### config.mk
export PLATFORM = sky130hd
export DESIGN_NAME = io_uart_tx_flat
export DESIGN_NICKNAME = d
export VERILOG_FILES = /design/src/rtl/io_uart_tx_if.sv /design/src/rtl/io_uart_tx.sv /design/src/flat_wrapper.sv
export SDC_FILE = /design/constraint.sdc
export NUM_CORES = 1
export LEC_CHECK = 0
export CAP_MARGIN = 25
export CELL_PAD_IN_SITES_DETAIL_PLACEMENT = 1
export CELL_PAD_IN_SITES_GLOBAL_PLACEMENT = 2
export CORE_MARGIN = 3
export CORE_UTILIZATION = 30
export CTS_BUF_LIST = sky130_fd_sc_hd__clkbuf_8
export DETAILED_ROUTE_END_ITERATION = 10
export PLACE_DENSITY = 0.73
export SYNTH_ARGS = -nofsm -noshare
export SYNTH_HDL_FRONTEND = slang
export SYNTH_SLANG_ARGS = --single-unit
### constraint.sdc
create_clock -name clk_i -period 5.2 [get_ports clk_i]
set_input_delay 1.3 -clock clk_i [delete_from_list [all_inputs] [get_ports clk_i]]
set_output_delay 1.3 -clock clk_i [all_outputs]
set_load 0.02 [all_outputs]
### src/rtl/io_uart_tx_if.sv
// IO bus bundle between the core's IO port and the UART transmitter.
// Protocol: a write is a single-cycle strobe (IO_memWr) qualified by a full
// 32-bit address match and is always accepted, so there is no valid/ready
// back-pressure. Reads carry no strobe: IO_memRData follows IO_memAddr
// combinationally from registered state.
interface io_uart_tx_if;
  logic [31:0] IO_memAddr;
  logic [31:0] IO_memWData;
  logic        IO_memWr;
  logic [31:0] IO_memRData;

  modport master (
    output IO_memAddr,
    output IO_memWData,
    output IO_memWr,
    input  IO_memRData
  );

  modport slave (
    input  IO_memAddr,
    input  IO_memWData,
    input  IO_memWr,
    output IO_memRData
  );
endinterface

### src/rtl/io_uart_tx.sv
// Memory-mapped 8N1 UART transmitter: CPU stores to the data register fill a
// circular byte FIFO, a baud-timed FSM shifts each byte out LSB first, and a
// status register reports busy/full/overflow/count.
module io_uart_tx #(
  parameter int unsigned BAUD_DIV    = 868,
  parameter int unsigned FIFO_DEPTH  = 16,
  parameter logic [31:0] ADDR_DATA   = 32'h0000_0008,
  parameter logic [31:0] ADDR_STATUS = 32'h0000_0010
) (
  input  logic         clk_i,
  input  logic         reset_i,
  io_uart_tx_if.slave  io,
  output logic         tx_o,
  output logic         txBusy_o,
  output logic [1:0]   dbg_state_o
);

  localparam int unsigned PTR_W  = $clog2(FIFO_DEPTH);
  localparam int unsigned CNT_W  = PTR_W + 1;
  localparam int unsigned BAUD_W = $clog2(BAUD_DIV);
  localparam logic [BAUD_W-1:0] BAUD_LOAD = BAUD_W'(BAUD_DIV - 1);
  localparam logic [CNT_W-1:0]  CNT_FULL  = CNT_W'(FIFO_DEPTH);

  typedef enum logic [1:0] {
    S_IDLE  = 2'd0,
    S_START = 2'd1,
    S_DATA  = 2'd2,
    S_STOP  = 2'd3
  } state_e;

  state_e              state_q, state_d;
  logic [BAUD_W-1:0]   baud_q, baud_d;
  logic [2:0]          bit_idx_q, bit_idx_d;
  logic [7:0]          shift_q, shift_d;
  logic                tx_q, tx_d;
  logic [PTR_W-1:0]    rd_ptr_q, rd_ptr_d;
  logic [PTR_W-1:0]    wr_ptr_q, wr_ptr_d;
  logic [CNT_W-1:0]    count_q, count_d;
  logic                ovf_q, ovf_d;
  logic [7:0]          mem_q [FIFO_DEPTH];

  logic wr_data, wr_status, fifo_full, fifo_empty, push, pop, baud_done, busy;
  logic wdata_unused;

  // Only the low byte of a data store is transmitted.
  assign wdata_unused = ^io.IO_memWData[31:8];

  assign wr_data    = io.IO_memWr && (io.IO_memAddr == ADDR_DATA);
  assign wr_status  = io.IO_memWr && (io.IO_memAddr == ADDR_STATUS);
  assign fifo_full  = (count_q == CNT_FULL);
  assign fifo_empty = (count_q == '0);
  assign push       = wr_data && !fifo_full;
  assign baud_done  = (baud_q == '0);
  assign busy       = (state_q != S_IDLE) || !fifo_empty;

  // Transmit FSM next state: pops the FIFO head at frame start and chains
  // frames from STOP directly into START so consecutive bytes have no gap.
  always_comb begin
    state_d   = state_q;
    baud_d    = baud_q;
    bit_idx_d = bit_idx_q;
    shift_d   = shift_q;
    tx_d      = tx_q;
    pop       = 1'b0;
    case (state_q)
      S_IDLE: begin
        tx_d = 1'b1;
        if (!fifo_empty) begin
          pop     = 1'b1;
          shift_d = mem_q[rd_ptr_q];
          baud_d  = BAUD_LOAD;
          tx_d    = 1'b0;
          state_d = S_START;
        end
      end
      S_START: begin
        if (baud_done) begin
          baud_d    = BAUD_LOAD;
          tx_d      = shift_q[0];
          bit_idx_d = 3'd0;
          state_d   = S_DATA;
        end else begin
          baud_d = baud_q - 1'b1;
        end
      end
      S_DATA: begin
        if (baud_done) begin
          baud_d = BAUD_LOAD;
          if (bit_idx_q != 3'd7) begin
            shift_d   = {1'b0, shift_q[7:1]};
            tx_d      = shift_q[1];
            bit_idx_d = bit_idx_q + 1'b1;
          end else begin
            tx_d    = 1'b1;
            state_d = S_STOP;
          end
        end else begin
          baud_d = baud_q - 1'b1;
        end
      end
      S_STOP: begin
        if (baud_done) begin
          if (!fifo_empty) begin
            pop     = 1'b1;
            shift_d = mem_q[rd_ptr_q];
            baud_d  = BAUD_LOAD;
            tx_d    = 1'b0;
            state_d = S_START;
          end else begin
            baud_d  = '0;
            tx_d    = 1'b1;
            state_d = S_IDLE;
          end
        end else begin
          baud_d = baud_q - 1'b1;
        end
      end
      default: begin
        state_d = S_IDLE;
        tx_d    = 1'b1;
      end
    endcase
  end

  // FIFO bookkeeping and sticky overflow; a store into a full FIFO is dropped
  // even when the FSM pops on the same edge.
  always_comb begin
    rd_ptr_d = pop  ? rd_ptr_q + 1'b1 : rd_ptr_q;
    wr_ptr_d = push ? wr_ptr_q + 1'b1 : wr_ptr_q;
    count_d  = count_q;
    case ({push, pop})
      2'b10:   count_d = count_q + 1'b1;
      2'b01:   count_d = count_q - 1'b1;
      default: count_d = count_q;
    endcase
    ovf_d = ovf_q;
    if (wr_data && fifo_full) ovf_d = 1'b1;
    if (wr_status)            ovf_d = 1'b0;
  end

  // Transmit FSM registers; reset parks the line at the idle level at once.
  always_ff @(posedge clk_i or negedge reset_i) begin
    if (!reset_i) begin
      state_q   <= S_IDLE;
      baud_q    <= '0;
      bit_idx_q <= 3'd0;
      shift_q   <= 8'h00;
      tx_q      <= 1'b1;
    end else begin
      state_q   <= state_d;
      baud_q    <= baud_d;
      bit_idx_q <= bit_idx_d;
      shift_q   <= shift_d;
      tx_q      <= tx_d;
    end
  end

  // FIFO pointer, count and overflow registers.
  always_ff @(posedge clk_i or negedge reset_i) begin
    if (!reset_i) begin
      rd_ptr_q <= '0;
      wr_ptr_q <= '0;
      count_q  <= '0;
      ovf_q    <= 1'b0;
    end else begin
      rd_ptr_q <= rd_ptr_d;
      wr_ptr_q <= wr_ptr_d;
      count_q  <= count_d;
      ovf_q    <= ovf_d;
    end
  end

  // FIFO storage; contents are meaningless while count is zero, so no reset.
  always_ff @(posedge clk_i) begin
    if (push) mem_q[wr_ptr_q] <= io.IO_memWData[7:0];
  end

  // Status read path, combinational from registered state.
  always_comb begin
    io.IO_memRData = 32'h0;
    if (io.IO_memAddr == ADDR_STATUS) begin
      io.IO_memRData = {16'h0, 8'(count_q), 5'h0, ovf_q, fifo_full, busy};
    end
  end

  assign tx_o        = tx_q;
  assign txBusy_o    = busy;
  assign dbg_state_o = state_q;

endmodule

### src/flat_wrapper.sv
// flat-port wrapper written by rule: the top's interface ports become plain ports
module io_uart_tx_flat 
#(
  parameter int unsigned BAUD_DIV    = 868,
  parameter int unsigned FIFO_DEPTH  = 16,
  parameter logic [31:0] ADDR_DATA   = 32'h0000_0008,
  parameter logic [31:0] ADDR_STATUS = 32'h0000_0010
)
  (clk_i, reset_i, tx_o, txBusy_o, dbg_state_o, io_IO_memAddr, io_IO_memWData, io_IO_memWr, io_IO_memRData);
  io_uart_tx_if io_i ();
  input  logic clk_i;
  input  logic reset_i;
  output logic tx_o;
  output logic txBusy_o;
  output logic [1:0] dbg_state_o;
  input wire logic [$bits(io_i.IO_memAddr)-1:0] io_IO_memAddr;
  input wire logic [$bits(io_i.IO_memWData)-1:0] io_IO_memWData;
  input wire logic [$bits(io_i.IO_memWr)-1:0] io_IO_memWr;
  output wire logic [$bits(io_i.IO_memRData)-1:0] io_IO_memRData;
  assign io_i.IO_memAddr = io_IO_memAddr;
  assign io_i.IO_memWData = io_IO_memWData;
  assign io_i.IO_memWr = io_IO_memWr;
  assign io_IO_memRData = io_i.IO_memRData;
  io_uart_tx #(.BAUD_DIV(BAUD_DIV), .FIFO_DEPTH(FIFO_DEPTH), .ADDR_DATA(ADDR_DATA), .ADDR_STATUS(ADDR_STATUS)) u_core (.clk_i(clk_i), .reset_i(reset_i), .io(io_i), .tx_o(tx_o), .txBusy_o(txBusy_o), .dbg_state_o(dbg_state_o));
endmodule
==> summary.md <==
| Metric | Value |
|---|---|
| Clock share of power | `0.393` |
| GR Util met1 | `0.1702` |
| Crit. End Element | `output pin` |
| Tmin final | `around 4.8 ns` |
| Worst-Margin Slew | `~0.93 ns` |
| Initial antenna violation count | `0` |
| R2r startpoint | `u_core.baud_q[0]` |
| Core Rows | `between 50 and 60` |
| Seq pwr share | `0.576` |
| Met3 GRT Util | `0.03127` |
| Syn avg cell area | `14.59 µm²` |
| Via count | `4505` |
| Final Wtd Congestion | `between 0.7 and 0.8` |
| CTS tree | `built` |
| RSZ-0062 raised after global routing | `false` |
| Data required, critical path | `about 3.9 ns` |
| DR vias/cell | `between 4 and 5` |
| Commonest cells post-synth | `edfxtp_1, dfrtp_1, mux2i_1, buf_4, inv_1` |
| CTS max path bufs | `2` |
| Int Pwr | `~0.0019 W` |
| Leak pwr | `between 3 and 4 nW` |
| #FFs+latches synth | `166` |
| CTS buffer count | `17` |
| FFs w/ async S/R, synth | `0.2289` |
| Area leader, netlist | `edfxtp_1` |
| Antenna Nets Post-Route | `0` |
| Period utilization | `0.9271` |
| Psw | `approximately 0.00057 W` |
| Crit path cell chain | `clkdlybuf4s50_1, nor4_1, and4_1, and2_1, and3_1, and3_1, clkdlybuf4s50_1` |
| Fmax | `between 0.2 and 0.25 GHz` |
| Worst vdd ir | `around 230 µV` |
| Die Area | `roughly 27000 µm²` |
| DR WL/cell | `between 15 and 20 µm` |
| Slew HR | `0.3773` |
| CP startpoint kind | `input port` |
| Die height | `between 150 and 200 µm` |
| WS Path Type | `in2out` |
| Number of detailed-route iterations in the first pass | `5` |
| Type of the most critical hold path | `reg2reg` |
| M2 GR Usage | `0.2445` |
| Post-synth top flop | `edfxtp_1` |
| Largest net degree at the start of global routing | `39` |
| Postcts setup bufs | `0` |
| # diodes | `0` |
| Cells after Synth | `513` |
| Fin util | `0.3599` |
| Crit path buffers/inverters | `2` |
| GRT Util Overall | `0.1371` |
| First-pass GRT wire length | `between 20000 and 30000 µm` |
| Worst Hold Slack | `approximately 0.49 ns` |
| Sw frac | `0.2305` |
| Final routed DRC violation total | `0` |
| Final Hold Vio Count | `0` |
| Ys Warns | `0` |
| # port buffers | `54` |
| Library cells used by synthesis | `58` |
| Worst-path fanout max | `8` |
| Number of flops mapped to enable cells by yosys | `approximately 130` |
| Core ar. | `approximately 24000 µm²` |
| Hold_sp | `u_core.tx_o` |
| Delay-heaviest family, CP | `simple AND/OR/NAND/NOR gates` |
| Slew Limit Fails | `0` |
| Share of layout cells above drive strength 1 | `0.1203` |
| Largest cells by area after synthesis | `edfxtp_1, dfrtp_1, mux4_2` |
| Nets@finish | `662` |
| Slowest cell on the critical path | `clkdlybuf4s50_1` |
| Max-Cap Viols | `0` |
| Status | `completed` |
| WL final | `17670 µm` |
| Vias in the first global route | `roughly 4900` |
| Top-count cell post-synth | `edfxtp_1` |
| Post-cts sizing count | `0` |
| Combinational Power Share | `0.031` |
| Post-DP HPWL | `12470 µm` |
| Synthesized area | `about 7500 µm²` |
| GRT Max-Usage Layer | `met2` |
| Hold bufs inserted after CTS | `0` |
| CTS Sinks | `166` |
| Area Overhead vs Synth | `17.27%` |
| Worst path max stage delay | `about 0.63 ns` |
| Setup_tns | `0 ns` |
| Global route overflow | `0` |
| Initial Util | `0.3069` |
| Htree depth | `4` |
| CP startpoint | `io_IO_memAddr[1]` |
| Final clock skew | `~0.017 ns` |
| PwrDens | `about 280 nW/µm²` |
| CP Data Arrival Time | `3.52 ns` |
| I/O pin total | `a little over 100` |
| Die Wd | `164.0 µm` |
| Drt first-iter violations | `241` |
| Seq/Total Area, Yosys | `0.6408` |
| Later-pin clock latency in the skew report | `approximately 0.46 ns` |
| Endpoints failing setup | `0` |
| Area fraction of the dominant cell type after synthesis | `0.5135` |
| Reg clk slew, reported paths | `around 0.090 ns` |
| Root Buffer | `clkbuf_8` |
==> area by class of cell <==
cell class | count | area, µm²
clock buffers | 17 | 234.0
inverters | 23 | 86.33
flip-flops and latches | 166 | 4797
well taps | 324 | 405.4
multi-input cells | 302 | 2411
clock inverters | 15 | 181.4
fillers | 2597 | 15610
repair buffers | 67 | 661.9
==> layer usage <==
metal	wire, µm	up-vias
met5	0	-
met4	163	0
met3	764	17
met2	9195	100
met1	7549	2318
li1	-	2070
==> flip-flops by register name (all words and copies together) (netlist names) <==
register,flops
u_core.bit_idx_q,3
u_core.baud_q,10
u_core.dbg_state_o,2
u_core.count_q,5
u_core.rd_ptr_q,4
u_core.tx_o,1
u_core.wr_ptr_q,4
u_core.shift_q,8
u_core.ovf_q,1
u_core.mem_q,128
==> placed cells by master (no fill, tap or decap), drive strengths merged, types with 6 or more instances in the layout <==
cell and count:
xor2 6, mux4 16, xnor2 8, o21ai 19, nand3 8, dfrtp 37
clkdlybuf4s50 53, inv 32, and2 14, edfxtp 128, conb 24, a21oi 16
nor4 19, ha 17, nor2 19, mux2i 32, clkbuf 17, a221oi 17
nand2 19, a22oi 9, buf 14, a221o 6
==> tightest hold or removal path, stage by stage (launching register included) <==
cell and delay [ns]:
dfstp_2 0.38, inv_1 0.05, o31ai_1 0.07
==> through the flow <==
stage	area (µm²)	cells	setup WS, ns	power (W)
final	8777	914	0.3790	0.002488
after global routing	8777	914	0.2618	0.002580
after CTS	8757	913	0.3783	0.002519
after detailed placement	8342	881	0.3875	0.001538
after global placement	8310	879	0.4002	0.001535
after floorplan	7571	536	1.444	0.001495
==> path summary, 6_finish.rpt <==
path	endpoint	slack (ns)	cells after the start
max in group asynchronous	u_core.tx_o	4.10	2
min reg2reg	u_core.tx_o	0.49	2
max reg2reg	u_core.count_q[4]	1.52	13
max	io_IO_memRData[1]	0.38	7
min in group asynchronous	u_core.baud_q[2]	0.63	1
min	u_core.tx_o	0.49	2
==> power groups by stage <==
stage	combinational [W]	clock, W	sequential [W]
floorplan	0.0000334	0	0.00146
global placement	0.0000731	0	0.00146
detailed placement	0.0000764	0	0.00146
CTS	0.0000765	0.00101	0.00143
global route	0.0000846	0.00106	0.00143
finish	0.0000773	0.000978	0.00143
==> cells by family (layout without fill, tap and decap cells) <==
family / Yosys count / in the layout / share of synthesized area
flops: 166 / 166 / 0.6408
simple gates: 105 / 105 / 0.08124
compound gates: 91 / 91 / 0.08743
buf+inv: 68 / 122 / 0.04865
mux: 50 / 50 / 0.09395
fa+ha+maj: 18 / 18 / 0.03109
xor+xnor: 14 / 14 / 0.01638
other cells: 1 / 24 / 0.0005010
No activity file was read; power rests on OpenSTA's default activity.
